===== config.mk =====
export PLATFORM = sky130hd
export DESIGN_NAME = down_timer
export DESIGN_NICKNAME = d
export VERILOG_FILES = /design/src/rtl/down_timer.sv
export SDC_FILE = /design/constraint.sdc
export NUM_CORES = 1
export LEC_CHECK = 0
export CORE_AREA = 2 2 39 41
export CTS_CLUSTER_DIAMETER = 50
export DETAILED_ROUTE_END_ITERATION = 8
export DIE_AREA = 0 0 41 43
export DONT_BUFFER_PORTS = 1
export MAX_ROUTING_LAYER = met4
export PLACE_DENSITY_LB_ADDON = 0.1
export SLEW_MARGIN = 10
export SYNTH_ARGS = -nofsm -noshare
export SYNTH_HDL_FRONTEND = slang
export SYNTH_SLANG_ARGS = --single-unit

===== constraint.sdc =====
create_clock -name clk -period 2.87 [get_ports clk]
set_clock_uncertainty 0.2 [all_clocks]
set_input_delay 0.4305 -clock clk [delete_from_list [all_inputs] [get_ports clk]]
set_output_delay 0.4305 -clock clk [all_outputs]
set_load 0.03 [all_outputs]

===== src/rtl/down_timer.sv =====
// -----------------------------------------------------------------------------
// down_timer
//
// Loadable down-counting timer. A start value is accepted over a valid/ready
// handshake, then decremented to zero once every DIV clock cycles. On reaching
// zero the timer spends one cycle in EXPIRE, during which `done` pulses.
//
// Parameters:
//   WIDTH  counter width in bits (>= 2)
//   DIV    clock cycles per decrement (>= 1)
//
// Ports:
//   clk         rising-edge clock
//   reset       asynchronous, active-low reset
//   load_valid  start request
//   load_value  start count, sampled on handshake
//   load_ready  timer can accept a load (IDLE)
//   pause       freeze the count while high (RUN only)
//   abort       cancel a running count
//   q           current count
//   busy        count in progress (RUN)
//   done        one-cycle expiry pulse (EXPIRE)
//
// Optional feature macro: DOWN_TIMER_RELOAD_EN
//   When defined, the last accepted load value is kept in a reload register
//   and EXPIRE restarts the count from it (periodic done) unless it is zero
//   or abort is high. When undefined, EXPIRE always returns to IDLE.
//
// All outputs decode from registered state only.
// -----------------------------------------------------------------------------
module down_timer #(
    parameter int WIDTH = 4,
    parameter int DIV   = 1
) (
    input  logic             clk,
    input  logic             reset,
    input  logic             load_valid,
    input  logic [WIDTH-1:0] load_value,
    output logic             load_ready,
    input  logic             pause,
    input  logic             abort,
    output logic [WIDTH-1:0] q,
    output logic             busy,
    output logic             done
);

    // Prescaler needs at least one bit even when DIV == 1.
    localparam int PW = (DIV > 1) ? $clog2(DIV) : 1;
    localparam logic [PW-1:0] PRE_LAST = PW'(DIV - 1);

    typedef enum logic [1:0] {
        IDLE   = 2'd0,
        RUN    = 2'd1,
        EXPIRE = 2'd2
    } state_t;

    state_t           state_q, state_d;
    logic [WIDTH-1:0] count_q, count_d;
    logic [PW-1:0]    pre_q,   pre_d;
`ifdef DOWN_TIMER_RELOAD_EN
    logic [WIDTH-1:0] reload_q, reload_d;
`endif

    always_comb begin
        state_d = state_q;
        count_d = count_q;
        pre_d   = pre_q;
`ifdef DOWN_TIMER_RELOAD_EN
        reload_d = reload_q;
`endif
        case (state_q)
            IDLE: begin
                // load_ready is 1 here, so load_valid alone is the handshake.
                if (load_valid) begin
`ifdef DOWN_TIMER_RELOAD_EN
                    reload_d = load_value;
`endif
                    if (load_value != '0) begin
                        count_d = load_value;
                        pre_d   = '0;
                        state_d = RUN;
                    end else begin
                        count_d = '0;
                        state_d = EXPIRE;
                    end
                end
            end
            RUN: begin
                if (abort) begin
                    count_d = '0;
                    pre_d   = '0;
                    state_d = IDLE;
                end else if (!pause) begin
                    if (pre_q == PRE_LAST) begin
                        pre_d   = '0;
                        count_d = count_q - WIDTH'(1);
                        // Leaving RUN at 1 -> 0 keeps q from ever wrapping.
                        if (count_q == WIDTH'(1)) begin
                            state_d = EXPIRE;
                        end
                    end else begin
                        pre_d = pre_q + PW'(1);
                    end
                end
            end
            EXPIRE: begin
                count_d = '0;
                state_d = IDLE;
`ifdef DOWN_TIMER_RELOAD_EN
                // abort cannot cancel this cycle's done, only the restart.
                if (!abort && (reload_q != '0)) begin
                    count_d = reload_q;
                    pre_d   = '0;
                    state_d = RUN;
                end
`endif
            end
            default: begin
                count_d = '0;
                pre_d   = '0;
                state_d = IDLE;
            end
        endcase
    end

    always_ff @(posedge clk or negedge reset) begin
        if (!reset) begin
            state_q <= IDLE;
            count_q <= '0;
            pre_q   <= '0;
`ifdef DOWN_TIMER_RELOAD_EN
            reload_q <= '0;
`endif
        end else begin
            state_q <= state_d;
            count_q <= count_d;
            pre_q   <= pre_d;
`ifdef DOWN_TIMER_RELOAD_EN
            reload_q <= reload_d;
`endif
        end
    end

    assign load_ready = (state_q == IDLE);
    assign busy       = (state_q == RUN);
    assign done       = (state_q == EXPIRE);
    assign q          = count_q;

endmodule


==> results.toml, run 1 <==
[sta]
finalCriticalPeriod_ps = 1960
setup_viol = 0
slew_headroom_pct = 59.6
fmax_ghz = 0.510
rsz0062_at_grt = "no"
hold-worst-slack_ps = 205
min_period_over_period_pct = 68.3
worst_pin_slew_ps = 604
fin_setup_tns_ps = 0
drv_slew = 0
finalHoldViolCount = 0

[routing]
drc = 0
num_vias = 378
ant_nets = 0
first_iter_violations = 9
dr.pass1.iters = 3
routed_via_density = 5.48
wirelength_um = 953
wl_per_cell_um = 13.8

[clocking]
root_buffer = "clkbuf_4"
clk_pin_slew_ps = 40
htreeDepth = 1
cts_made_buffers = 3
cts_tree = "done"
clock-sinks = 6
post_cts_buffers = 0
clk_latency_ps = 230
cts_buffer_depth = 2
ctsResizeCount = 0

[global_routing]
grt_first_pass_wirelength_um = 1550
gr-usage-all-layers_pct = 13.3
overflow = 0
antenna_found_initial = 0
grt_pass1_vias = 353
grt_max_degree = 13

[final_layout]
final-seq-area_um2 = 150
final_layout_size_suffix_gt1_share_pct = 13.2
finalNetCount = 66
finalInstanceArea_um2 = 470
antennaDiodeCount = 0
multi_input_area_um2 = 245
areaGrowthSynthToFinish_pct = 8.36
fillers = 152

[critical_path]
crit_buf_inv = 0
crit_path_max_incr_delay_ps = 560
end_kind = "primary output"
worstPathArrival_ps = 1330
worstSetupPathType = "flop to primary output"
path_max_fanout = 12
critPathSlowestCell = "dfrtp_1"
crit_required_ps = 2240
crit_chain = "nor2b_1"
cp_top_family = "flip-flops"
start_kind = "flop"

[power]
power_switching_w = 0.000309
comb_power_share_pct = 43.0
p_sw_share_pct = 53.5
clkPwrFrac_pct = 12.7
p_int_w = 0.000268
seqPwrFrac_pct = 44.3
power.density_nw_per_um2 = 1230
leakage_nw = 0.206
finalPower_w = 0.000577
ir_worst_vdd_mv = 0.336

[yosys]
syn_nets = 62
ys_warn_count = 0
ys_seq_elements = 6
postSynthCellCount = 51
syn_area_um2 = 434
synth.distinct_cells = 25
ys_seq_area_share_pct = 34.6
syn_area_per_cell_um2 = 8.51

[placement]
placed_cell_area_um2 = 438
gp_congestion = 0.703
hpwlAfterDp_um = 798
port_buffers = 0

[run_status]
outcome = "finished, final reports clean"

[floorplanning]
core_um2 = 1380
rows = 14
die_w_um = 41
fp.dieArea_um2 = 1760
die_y_um = 43
ios = 16
initial_utilization_pct = 31.4

[job]
maxCapViolCount = 0

[hold_path]
min_path_type = "input port to flop"
## cell usage after synthesis
cell | instances | share of area [%]
a32o_1 | 1 | 2.3
nor3b_1 | 1 | 1.7
ha_1 | 2 | 5.8
o32ai_1 | 1 | 2.0
nor2_1 | 7 | 6.1
inv_1 | 6 | 5.2
nand3b_1 | 2 | 3.5
buf_6 | 1 | 2.6
nor2b_2 | 1 | 2.0
a211oi_1 | 1 | 1.7
nand2_1 | 3 | 2.6
a21o_4 | 1 | 3.5
and2b_1 | 1 | 1.7
a21oi_1 | 4 | 4.6
a2111oi_2 | 1 | 3.5
o21ai_1 | 1 | 1.2
nor3_1 | 1 | 1.2
buf_2 | 1 | 1.2
nor2b_1 | 2 | 2.9
nor4_1 | 1 | 1.4
o22ai_1 | 3 | 4.3
a22oi_1 | 1 | 1.7
nor2_2 | 1 | 1.4
dfrtp_1 | 6 | 35
nand2b_1 | 1 | 1.4
## state kept, by name, indices dropped and copies added, names as in the netlist
name / flops
q: 4
state_q: 2
## worst paths after layout
path,cells after the start,start,slack (ps),to
max reg2reg,4,state_q[0],1150,q[3]
min reg2reg,1,state_q[1],430,state_q[1]
max,1,state_q[0],910,busy
min,2,abort,200,state_q[1]
min in group asynchronous,1,reset,300,state_q[1]
max in group asynchronous,1,reset,1960,q[1]
## per-layer routing
layer | up-vias | global-route usage (%) | routed length (um)
li1 | 183 | - | -
met1 | 185 | 15.8 | 400
met4 | 0 | 4.00 | 0
met3 | 0 | 6.28 | 61
met2 | 10 | 19.4 | 490
met5 | - | - | 0
## power by group through the flow
stage / logic (W) / registers, W / clock network (W)
final: 0.000248 / 0.000256 / 0.0000730
after global routing: 0.000280 / 0.000267 / 0.0000841
after CTS: 0.000251 / 0.000256 / 0.0000791
after detailed placement: 0.000248 / 0.000258 / 0
after global placement: 0.000248 / 0.000256 / 0
after floorplan: 0.000257 / 0.000211 / 0
## final cells by class
cell class,count,area share (%)
clock buffers,3,4.79
well taps,16,4.26
multi-input cells,37,52.1
inverters,6,4.79
flip-flops and latches,6,31.9
repair buffers,1,2.13
## cells in the final DEF (no fill, tap or decap)
| master | count |
|---|---|
| a21oi_1 | 4 |
| nor4_1 | 1 |
| nand3b_1 | 2 |
| inv_1 | 6 |
| nor3b_1 | 1 |
| a2111oi_2 | 1 |
| nor2_1 | 7 |
| nor2b_2 | 1 |
| and2b_1 | 1 |
| nor2b_1 | 2 |
| o21ai_1 | 1 |
| a21o_4 | 1 |
| nor3_1 | 1 |
| nor2_2 | 1 |
| o22ai_1 | 3 |
| clkbuf_4 | 3 |
| a211oi_1 | 1 |
| a32o_1 | 1 |
| a22oi_1 | 1 |
| nand2b_1 | 1 |
| ha_1 | 2 |
| o32ai_1 | 1 |
| dlygate4sd3_1 | 1 |
| dfrtp_1 | 6 |
| nand2_1 | 3 |
## kinds of logic (layout without fill, tap and decap cells)
kind of cell	after synthesis	in the layout	share of synthesized area, %
AND/OR/NAND/NOR	21	21	25.9
AO/OA/AOI/OAI	14	14	24.8
buffers and inverters	8	10	8.93
flip-flops	6	6	34.6
adder cells (fa/ha/maj)	2	2	5.76
## stage by stage
stage	cells	setup WS [ps]	util, %
4_1_cts	69	895	34.0
6_report	69	911	34.0
3_5_place_dp	65	1150	31.6
3_3_place_gp	65	1150	31.6
2_1_floorplan	51	1280	-
5_1_grt	69	812	34.0
## repair_timing
action	in CTS	in global routing
hold endpoints to repair	6	0
setup endpoints to repair	0	0
hold buffers	1	0
Power figures use the tool's default switching activity.
==> run 2: changes to the inputs <==
==> constraint.sdc (replaced) <==
create_clock -name clk -period 1.8 [get_ports clk]
set_clock_uncertainty 0.2 [all_clocks]
set_input_delay 0.27 -clock clk [delete_from_list [all_inputs] [get_ports clk]]
set_output_delay 0.27 -clock clk [all_outputs]
set_load 0.03 [all_outputs]
==> results.toml, run 2 (synthesized netlist as in run 1, its figures left out) <==
[final_layout]
final_layout_size_suffix_gt1_share_pct = 22.0
finalNetCount = 72
final_common_cell = "nor2_1"
final_cell_mix = "nor2_1, inv_1, buf_4, dfrtp_1, a21oi_1"
largest_reg_flops = 4
fillers = 147
areaGrowthSynthToFinish_pct = 18.7
utilization_pct = 37.3
final-seq-area_um2 = 150
antennaDiodeCount = 0
multi_input_area_um2 = 245
fin_cells = 75

[placement]
dpl.cell_count = 71
gp_congestion = 0.773
hpwlAfterDp_um = 854
port_buffers = 0

[clocking]
clock-sinks = 6
clk_pin_slew_ps = 40
cts_tree = "done"
root_buffer = "clkbuf_4"
cts_made_buffers = 3
clk_latency_ps = 240
htreeDepth = 1
cts_buffer_depth = 2

[sta]
rsz0062_at_grt = "no"
slew_headroom_pct = 75.1
finalHoldViolCount = 0
finalCriticalPeriod_ps = 1640
fin_setup_tns_ps = 0
hold-worst-slack_ps = 44.0
fmax_ghz = 0.609
setup_viol = 0
worst_pin_slew_ps = 374
drv_slew = 0
min_period_over_period_pct = 91.2

[global_routing]
overflow = 0
gr-usage-all-layers_pct = 15.7
use_met3_pct = 9.42
grt_busiest_layer = "met2"
grt_max_degree = 13
antenna_found_initial = 0
grt_pass1_vias = 389
met2_usage_pct = 22.8
grt_first_pass_wirelength_um = 1770
grt_util_met1_pct = 18.0

[critical_path]
cp_top_family = "flip-flops"
crit_required_ps = 1330
crit_chain = "and2b_1"
crit_path_max_incr_delay_ps = 500
worstPathArrival_ps = 1170
path_max_fanout = 12
critPathSlowestCell = "dfrtp_1"
worstSetupPathType = "flop to primary output"
end_kind = "primary output"
start_kind = "flop"
crit_buf_inv = 0

[power]
power_switching_w = 0.000517
comb_power_share_pct = 60.2
p_int_w = 0.000513
seqPwrFrac_pct = 28.0
power.density_nw_per_um2 = 2000
p_sw_share_pct = 50.2
ir_worst_vdd_mv = 0.631
clkPwrFrac_pct = 11.8
leakage_nw = 0.236

[floorplanning]
die_y_um = 43
initial_utilization_pct = 31.4
rows = 14
core_um2 = 1380
ios = 16
fp.dieArea_um2 = 1760
die_w_um = 41

[routing]
first_iter_violations = 10
num_vias = 406
wirelength_um = 1070
routed_via_density = 5.41
drc = 0
dr.pass1.iters = 4
ant_nets = 0
wl_per_cell_um = 14.2

[hold_path]
min_path_type = "input port to flop"

[job]
maxCapViolCount = 0

[run_status]
outcome = "finished, final reports clean"
## run 2: changes by cell type in the layout (fill, tap and decap cells not counted), sizes merged
cell / delta
buf: +6
## run 2: repair_timing
| action | CTS | global route |
|---|---|---|
| setup endpoints to repair | 0 | 0 |
| hold endpoints to repair | 6 | 0 |
| hold buffers | 1 | 0 |
| buffers inserted | 0 | 0 |
| resized for setup | 0 | 0 |
## run 2: path summary, 6_finish.rpt
kind | endpoint | startpoint | slack, ps | cells after the start
worst min-delay path | state_q[1] | abort | 40 | 2
worst max register to register | state_q[1] | state_q[0] | 180 | 3
max in group asynchronous | q[1] | reset | 1030 | 1
min in group asynchronous | state_q[1] | reset | 140 | 1
worst max-delay path | done | state_q[0] | 160 | 1
worst min register to register | q[1] | q[1] | 390 | 2
## run 2: stage by stage
step           power [W]  setup slack, ps  area (um^2)
6_report         0.00103              159          515
5_1_grt          0.00113             79.0          515
4_1_cts          0.00105              158          515
3_5_place_dp    0.000912              188          483
3_3_place_gp    0.000909              228          483
2_1_floorplan   0.000746              206          434
## run 2: area by class of cell
cell class	instances	share of cell area, %
sequential	6	29.1
clock buffer	3	4.37
tap	16	3.88
inverter	6	4.37
timing repair buffer	7	10.7
multi-input combinational	37	47.6
## run 2: power by group through the flow
stage	combinational, W	clock [W]	sequential, W
2_1_floorplan	0.000410	0	0.000336
3_3_place_gp	0.000623	0	0.000286
3_5_place_dp	0.000621	0	0.000291
4_1_cts	0.000627	0.000130	0.000289
5_1_grt	0.000684	0.000145	0.000296
6_report	0.000621	0.000122	0.000288
## run 2: layer usage
layer	vias to the layer above	share of wire, %
met1	192	38
met3	0	10
met2	17	52
met4	0	0
met5	-	0
li1	197	-
